File: src/rtl/ps2_rx.sv
// PS/2 keyboard receiver: sync, deglitch, deframe, check and FIFO scan codes.
// Optional E0/F0 prefix folding into ext/brk flags when PS2_PREFIX_DECODE_EN is defined.
module ps2_rx #(
    parameter int CLK_HZ     = 50_000_000,
    parameter int FILTER_LEN = 8,
    parameter int TIMEOUT_US = 200,
    parameter int FIFO_DEPTH = 4
) (
    input  logic       clk,
    input  logic       rst_n,
    input  logic       ps2_clk,
    input  logic       ps2_dat,
    output logic [7:0] code,
    output logic       ext,
    output logic       brk,
    output logic       valid,
    input  logic       ready,
    output logic       err_parity,
    output logic       err_frame,
    output logic       overflow
);

    localparam int TO_LIMIT = CLK_HZ / 1_000_000 * TIMEOUT_US;
    localparam int TO_W     = $clog2(TO_LIMIT + 1);
    localparam int FL_W     = $clog2(FILTER_LEN);
    localparam int PTR_W    = $clog2(FIFO_DEPTH);
    localparam int CNT_W    = PTR_W + 1;

    typedef enum logic [1:0] {IDLE, DATA, PARITY, STOP} state_t;

    logic [1:0] rst_sync;
    logic       rst_i_n;

    always_ff @(posedge clk or negedge rst_n) begin
        if (!rst_n) rst_sync <= 2'b00;
        else        rst_sync <= {rst_sync[0], 1'b1};
    end

    assign rst_i_n = rst_sync[1];

    logic [1:0]      clk_sync;
    logic [1:0]      dat_sync;
    logic            filt;
    logic [FL_W-1:0] fcnt;
    logic            strobe;
    logic            dat_bit;

    always_ff @(posedge clk or negedge rst_i_n) begin
        if (!rst_i_n) begin
            clk_sync <= 2'b11;
            dat_sync <= 2'b11;
        end else begin
            clk_sync <= {clk_sync[0], ps2_clk};
            dat_sync <= {dat_sync[0], ps2_dat};
        end
    end

    // filtered clock only follows the line after FILTER_LEN agreeing samples
    always_ff @(posedge clk or negedge rst_i_n) begin
        if (!rst_i_n) begin
            filt    <= 1'b1;
            fcnt    <= '0;
            strobe  <= 1'b0;
            dat_bit <= 1'b1;
        end else begin
            strobe <= 1'b0;
            if (clk_sync[1] == filt) begin
                fcnt <= '0;
            end else if (fcnt == FL_W'(FILTER_LEN - 1)) begin
                filt   <= clk_sync[1];
                fcnt   <= '0;
                strobe <= filt;
                if (filt) dat_bit <= dat_sync[1];
            end else begin
                fcnt <= fcnt + FL_W'(1);
            end
        end
    end

    state_t          state;
    logic [2:0]      bitcnt;
    logic [7:0]      shreg;
    logic            par_bit;
    logic [TO_W-1:0] tcnt;
    logic            good;
    logic            is_prefix;
    logic            push;
    logic            ext_pend;
    logic            brk_pend;

    always_comb begin
        good = strobe && (state == STOP) && dat_bit && (^{shreg, par_bit});
`ifdef PS2_PREFIX_DECODE_EN
        is_prefix = (shreg == 8'hE0) || (shreg == 8'hF0);
`else
        is_prefix = 1'b0;
`endif
        push = good && !is_prefix;
    end

    always_ff @(posedge clk or negedge rst_i_n) begin
        if (!rst_i_n) begin
            state      <= IDLE;
            bitcnt     <= 3'd0;
            shreg      <= 8'h00;
            par_bit    <= 1'b0;
            tcnt       <= '0;
            err_parity <= 1'b0;
            err_frame  <= 1'b0;
        end else begin
            err_parity <= 1'b0;
            err_frame  <= 1'b0;
            if (strobe) begin
                tcnt <= '0;
                unique case (state)
                    IDLE: begin
                        if (!dat_bit) begin
                            state  <= DATA;
                            bitcnt <= 3'd0;
                        end else begin
                            err_frame <= 1'b1;
                        end
                    end
                    DATA: begin
                        shreg  <= {dat_bit, shreg[7:1]};
                        bitcnt <= bitcnt + 3'd1;
                        if (bitcnt == 3'd7) state <= PARITY;
                    end
                    PARITY: begin
                        par_bit <= dat_bit;
                        state   <= STOP;
                    end
                    STOP: begin
                        state <= IDLE;
                        if (!dat_bit)                  err_frame  <= 1'b1;
                        else if (!(^{shreg, par_bit})) err_parity <= 1'b1;
                    end
                endcase
            end else if (state != IDLE) begin
                if (tcnt == TO_W'(TO_LIMIT)) begin
                    state     <= IDLE;
                    tcnt      <= '0;
                    err_frame <= 1'b1;
                end else begin
                    tcnt <= tcnt + TO_W'(1);
                end
            end
        end
    end

`ifdef PS2_PREFIX_DECODE_EN
    always_ff @(posedge clk or negedge rst_i_n) begin
        if (!rst_i_n) begin
            ext_pend <= 1'b0;
            brk_pend <= 1'b0;
        end else if (err_parity || err_frame || push) begin
            ext_pend <= 1'b0;
            brk_pend <= 1'b0;
        end else if (good) begin
            if (shreg == 8'hE0) ext_pend <= 1'b1;
            if (shreg == 8'hF0) brk_pend <= 1'b1;
        end
    end
`else
    assign ext_pend = 1'b0;
    assign brk_pend = 1'b0;
`endif

    logic [9:0]       mem [FIFO_DEPTH];
    logic [PTR_W-1:0] wr_ptr;
    logic [PTR_W-1:0] rd_ptr;
    logic [CNT_W-1:0] count;
    logic             full;
    logic             pop;
    logic             do_write;
    logic [9:0]       head;

    assign full     = (count == CNT_W'(FIFO_DEPTH));
    assign pop      = valid && ready;
    assign do_write = push && (!full || pop);

    always_ff @(posedge clk or negedge rst_i_n) begin
        if (!rst_i_n) begin
            wr_ptr   <= '0;
            rd_ptr   <= '0;
            count    <= '0;
            overflow <= 1'b0;
        end else begin
            overflow <= push && full && !pop;
            if (do_write) wr_ptr <= wr_ptr + PTR_W'(1);
            if (pop)      rd_ptr <= rd_ptr + PTR_W'(1);
            unique case ({do_write, pop})
                2'b10:   count <= count + CNT_W'(1);
                2'b01:   count <= count - CNT_W'(1);
                default: count <= count;
            endcase
        end
    end

    always_ff @(posedge clk) begin
        if (do_write) mem[wr_ptr] <= {ext_pend, brk_pend, shreg};
    end

    assign head  = mem[rd_ptr];
    assign valid = (count != '0);
    assign code  = valid ? head[7:0] : 8'h00;
    assign ext   = valid && head[9];
    assign brk   = valid && head[8];

endmodule

File: config.mk
export PLATFORM = sky130hd
export DESIGN_NAME = ps2_rx
export DESIGN_NICKNAME = d
export VERILOG_FILES = /design/src/rtl/ps2_rx.sv
export SDC_FILE = /design/constraint.sdc
export NUM_CORES = 1
export LEC_CHECK = 0
export ABC_AREA = 1
export CAP_MARGIN = 20
export CORE_AREA = 2 2 73 128
export DETAILED_ROUTE_END_ITERATION = 7
export DIE_AREA = 0 0 75 130
export SLEW_MARGIN = 20
export SYNTH_ARGS = -nofsm -noshare
export SYNTH_HDL_FRONTEND = slang
export SYNTH_SLANG_ARGS = --single-unit
File: constraint.sdc
create_clock -name clk -period 1.5 [get_ports clk]
set_input_delay 0.3 -clock clk [delete_from_list [all_inputs] [get_ports clk]]
set_output_delay 0.3 -clock clk [all_outputs]
set_load 0.01 [all_outputs]
[Yosys cells after proc, flatten, opt, wreduce, memory -nomap -nowiden]
Memory sizes are Yosys's and may differ from the RTL's.
Index checks and enable logic that the tools add are counted.
Storage, ports and cells
  register bits after elaboration: 50
  input bits: 5
  output and inout bits: 14
  RAM bits: 32
  memories: 1
Memory list
  mem: depth 4, width 8, read ports 1, clocked after Yosys merged registers in 0, wr ports 1, RTL line 169  | logic [9:0] mem [FIFO_DEPTH];
Operators by class
  reductions and logical operators: 26
  bitwise operators: 1
  equal/unequal tests: 13
  multiplexer cells: 29
  add/subtract/negate cells: 7
Operator list (number)
  $mux 14: 3
  $add 14x1->14 const B: 1
  $eq 14x14->1 const B: 1
  $mux 1: 13
  $pmux 3 s2: 2
  $mux 2: 5
  $reduce_bool 2->1: 5
  $add 3x1->3 const B: 3
  $eq 3x3->1 const B: 3
  $mux 3: 3
  $reduce_xor 9->1: 1
  $mux 8: 1
  $pmux 2 s4: 1
  $logic_and 1x1->1: 7
  $eq 2x2->1 const B: 3
  $ne 3x3->1 const B: 2
  $reduce_and 2->1: 3
  $reduce_and 3->1: 2
  $add 2x1->2 const B: 2
  $eq 2x1->1 const B: 2
  $reduce_and 4->1: 1
  $reduce_bool 3->1: 1
  $sub 3x1->3 const B: 1
  $logic_and 1x1->1 const B: 2
  7 further kinds: 8

[Depth between registers and ports, before layout]
  depth in word-level cells: 7
  mapped depth: 18
  gate-level depth less buffers: 18

[Worst setup path before layout]
OpenSTA, ideal clock, no wires.
  path type: register -> register
  from: reg shreg[2]
  to: reg count[2]
  path slack: -0.436 ns
  data required time: 1.438 ns
  library setup time: 0.062 ns
  buffers on the path: 0
  stages on the path, launching flop included: 19
  period minus slack after synthesis: 1.936 ns
  arrival time: 1.873 ns
  path through: dfrtp_1 -> inv_1 -> nand2_1 -> nand3_1 -> nand2_1 -> nand2_1 -> nand2_1 -> nand2_1 -> nand2_1 -> inv_1 -> nand2_2 -> nand2_1 -> inv_1 -> fa_1 -> inv_1 -> nand3_1 -> nand3_1 -> nand2_1 -> inv_1
On the way
  cells in the longest elaborated chain, start to end: 5
  elaborated cells on any way between the ends: 7
RTL lines
  start, declared: RTL line 82  | logic [7:0] shreg;
  start signal, assigned: RTL line 125  | shreg <= {dat_bit, shreg[7:1]};
  $reduce_xor 9->1 (*): RTL line 92  | good = strobe && (state == STOP) && dat_bit && (^{shreg, par_bit});
  $logic_and 1x1->1 (*): RTL line 92
  $logic_and 1x1->1 (*): RTL line 180  | assign do_write = push && (!full || pop);
  $eq 2x1->1 or $eq 2x2->1 (tied branches): RTL line 192  | unique case ({do_write, pop})
  $pmux 3 s2 or $reduce_bool 2->1 (tied branches)
  end signal, assigned: RTL line 193  | 2'b10: count <= count + CNT_W'(1);
  end signal, assigned: RTL line 194  | 2'b01: count <= count - CNT_W'(1);
  end signal, assigned: RTL line 195  | default: count <= count;
  end, declared: RTL line 172  | logic [CNT_W-1:0] count;
Mark *: on every way between the ends. The rest lies on a longest branch, timed or not.
A chain may end at the register's enable or synchronous reset.

[Worst setup path after layout]
  from: reg shreg[2]
  to: mem mem[3][1] (netlist bit), enable pin
On the way
  cells in the longest elaborated chain, start to end: 5
RTL lines
  $reduce_xor 9->1: RTL line 92
  $logic_and 1x1->1: RTL line 92
  $logic_and 1x1->1: RTL line 180
  $mux 1: RTL line 201  | if (do_write) mem[wr_ptr] <= {ext_pend, brk_pend, shreg};
  $mux 1 (not written as such): RTL line 201
  end, declared: RTL line 169
Every way passes these cells.

==> flow_metrics.py <==
metrics = {
    "outcome": {
        "status": "finished, violations left",
        "violations": "setup timing",
    },
    "drt": {
        "via_count": 3135,
        "dr.first_iter.drc_count": 157,
        "drt-total-wl_um": 8990,
        "drc": 0,
        "wl_per_cell_um": 13.8,
        "detail-route-antenna-nets": 0,
        "routed_via_density": 4.81,
        "drt_pass1_iterations": 5,
    },
    "finish": {
        "fillers": 687,
        "nets": 548,
        "diodes": 0,
        "seq_area_um2": 2220,
        "design_area_um2": 5740,
        "multiInputGateArea_um2": 1760,
        "drive_above_1_share": 0.438,
        "synthToLayoutAreaGrowth_pct": 49.4,
    },
    "critical_path": {
        "r2r-start": "shreg[2]",
        "critPathLaunch": "shreg[2]",
        "cp_max_fo": 8,
        "cp-start-kind": "flip-flop",
        "worstPathRequired_ns": 1.55,
        "path_class": "reg2reg",
        "path_delay_family": "simple AND/OR/NAND/NOR gates",
        "cp_common_cell": "nand2_2",
        "r2r_cells": 13,
        "end_kind": "flip-flop",
        "worst_path_largest_cell_delay_ns": 0.44,
        "arrival_ns": 2.07,
        "path_cells": "inv_2 > nand2_2 > nand3_2 > nand2_2 > nand2_2 > nand2_1 > nand2_1 > nand2_2 > buf_4 > nor2_2 > nand2_4 > nor2_4 > buf_12",
        "crit_path_end": "mem[3][1]",
        "r2r_end": "mem[3][1]",
        "cp.depth": 13,
        "cp_slowest_cell": "dfrtp_1",
        "rrSetupSlack_ns": -0.52,
        "critical_path_buf_inv_count": 3,
    },
    "yosys": {
        "syn-instance-count": 407,
        "synth_edf_count": 32,
        "synth-main-ff-cell": "dfrtp_1",
        "yosys_warnings": 0,
        "syn_avg_cell_area_um2": 9.44,
        "yosys.cell_count.top_type": "nand2_1",
        "yosysSeqAreaShare": 0.578,
        "synth.area.top_cells": "dfrtp_1, edfxtp_1, nand2_1, nor2_1, inv_1",
        "yosys-top-cells-count": "nand2_1, nor2_1, inv_1",
        "synthesis.area_um2": 3840,
        "synthArstFlopShare": 0.610,
        "synth_top_area_cell": "dfrtp_1",
        "synth.distinct_cells": 35,
        "yosys.area.top_type_share": 0.287,
        "ys_ff_latch": 82,
    },
    "timing": {
        "finalCritPeriodShare": 1.35,
        "hold_viol_final": 0,
        "fmax_mhz": 495,
        "min_period_ns": 2.02,
        "setup_viol": 53,
        "maxSlewViolCount": 0,
        "tns_ns": -21.20,
        "fin_skew_ns": 0.00814,
        "rsz0062_at_grt": "true",
        "setup_ws_ns": -0.518,
    },
    "clock_network": {
        "clock_tree.root_cell": "clkbuf_16",
        "h-tree-depth": 3,
        "clkLatencyLatePin_ns": 0.34,
        "cts_tree": "done",
        "clk_pin_slew_ns": 0.06,
        "clk_path_buf_depth": 2,
        "cts_sinks": 82,
        "numCtsBuffers": 9,
    },
    "grt": {
        "grt_max_degree": 38,
        "grt_pass1_vias": 3051,
        "grtUsageMet2": 0.376,
        "track_usage": 0.194,
        "grt_pass1_wl_um": 14000,
        "antenna_found_initial": 0,
        "grt_overflow": 0,
        "use_met3": 0.0417,
        "grt_busiest_layer": "met2",
        "met1_usage": 0.192,
    },
    "pwr": {
        "peakVddDrop_uv": 748,
        "p_per_area_nw_per_um2": 1190,
        "p_leak_nw": 2.66,
    },
    "floorplan": {
        "initial_utilization": 0.436,
        "die_x_um": 75,
        "ios": 19,
        "die-height_um": 130,
        "die_area_um2": 9750,
        "coreArea_um2": 8810,
        "rows": 46,
    },
    "placed_design": {
        "port_buffers": 16,
        "place_congestion": 0.830,
        "post-dp-hpwl_um": 5970,
        "detailed_place.area_um2": 4720,
    },
    "hold_path": {
        "hp-class": "in2async",
    },
    "flow_run": {
        "drv_cap": 0,
    },
}
-- cell usage in the layout (no fill, tap or decap), drive strengths merged --
master and instances:
conb 3, nand2 70, clkinvlp 2, o22ai 2
nor3b 1, o31ai 1, nand4 5, fa 1
nor3 9, o41ai 1, dlymetal6s2s 2, a31oi 2
xor2 7, buf 106, o21ai 32, a221oi 1
and3 1, a21oi 20, ha 15, nor2 66
edfxtp 32, inv 58, dfrtp 44, clkbuf 12
clkinv 4, dfstp 6, nand3 23, dlygate4sd2 1
nor4 1, clkdlybuf4s50 4
-- power breakdown --
| part | leakage (nW) | internal (W) | switching [W] |
|---|---|---|---|
| clock network | 0.129 | 0.00112 | 0.000868 |
| registers | 0.981 | 0.00246 | 0.000105 |
| logic | 1.55 | 0.00113 | 0.00112 |
-- through the flow --
stage	std cells	worst slack, ns	util	total power (W)	hold WS (ns)
floorplan	408	-0.346	-	0.00350	0.00441
global placement	604	-0.451	0.537	0.00427	0.153
detailed placement	604	-0.477	0.537	0.00432	0.156
CTS	639	-0.414	0.607	0.00662	0.101
global route	652	-0.617	0.652	0.00718	0.117
finish	652	-0.518	0.652	0.00681	0.117
-- state kept, by name (all words and copies together), names as in the netlist, 2 cells and up --
signal / cells
fcnt: 3
tcnt: 14
rst_sync: 2
bitcnt: 3
wr_ptr: 2
shreg: 8
mem: 32
state: 2
count: 3
dat_sync: 2
rd_ptr: 2
clk_sync: 2
-- what timing repair did --
item                       in CTS  in global routing
pin swaps                      16                 43
cloned                          3                  1
resized for setup              92                 94
hold buffers                    0                  0
setup endpoints to repair      62                 71
setup buffers                  16                 14
-- cell type report --
| class | count | area share |
|---|---|---|
| timing repair buffer | 115 | 0.188 |
| clock inverter | 6 | 0.00741 |
| multi-input combinational | 261 | 0.307 |
| inverter | 57 | 0.0416 |
| tap | 120 | 0.0262 |
| sequential | 82 | 0.387 |
| timing repair inverter | 1 | 0.00283 |
| clock buffer | 10 | 0.0399 |
-- metal layers --
layer	wire length, um	part of all wire	up-vias
met5	0	0	-
met4	210	0.023	0
met3	202	0.022	15
met2	5370	0.60	45
met1	3210	0.36	1508
li1	-	-	1567
-- worst min-delay path by stage --
stage,from,to,slack (ns),depth (start not counted)
final,rst_n,rst_sync[0],0.12,1
after global routing,rst_n,rst_sync[1],0.12,1
after CTS,rst_n,rst_sync[1],0.10,1
after detailed placement,rst_sync[1],fcnt[2],0.16,0
after global placement,rst_sync[1],fcnt[2],0.15,0
after floorplan,rst_n,rst_sync[0],0.004,0
-- logic make-up (layout without fill, tap and decap cells) --
logic type | after synthesis | after routing | synth area share
buf+inv | 65 | 189 | 0.0681
xor+xnor | 7 | 7 | 0.0160
fa+ha+maj | 16 | 16 | 0.0541
flops | 82 | 82 | 0.578
simple gates | 176 | 176 | 0.198
compound gates | 59 | 59 | 0.0837
other cells | 2 | 3 | 0.00196
Power figures use the tool's default switching activity.
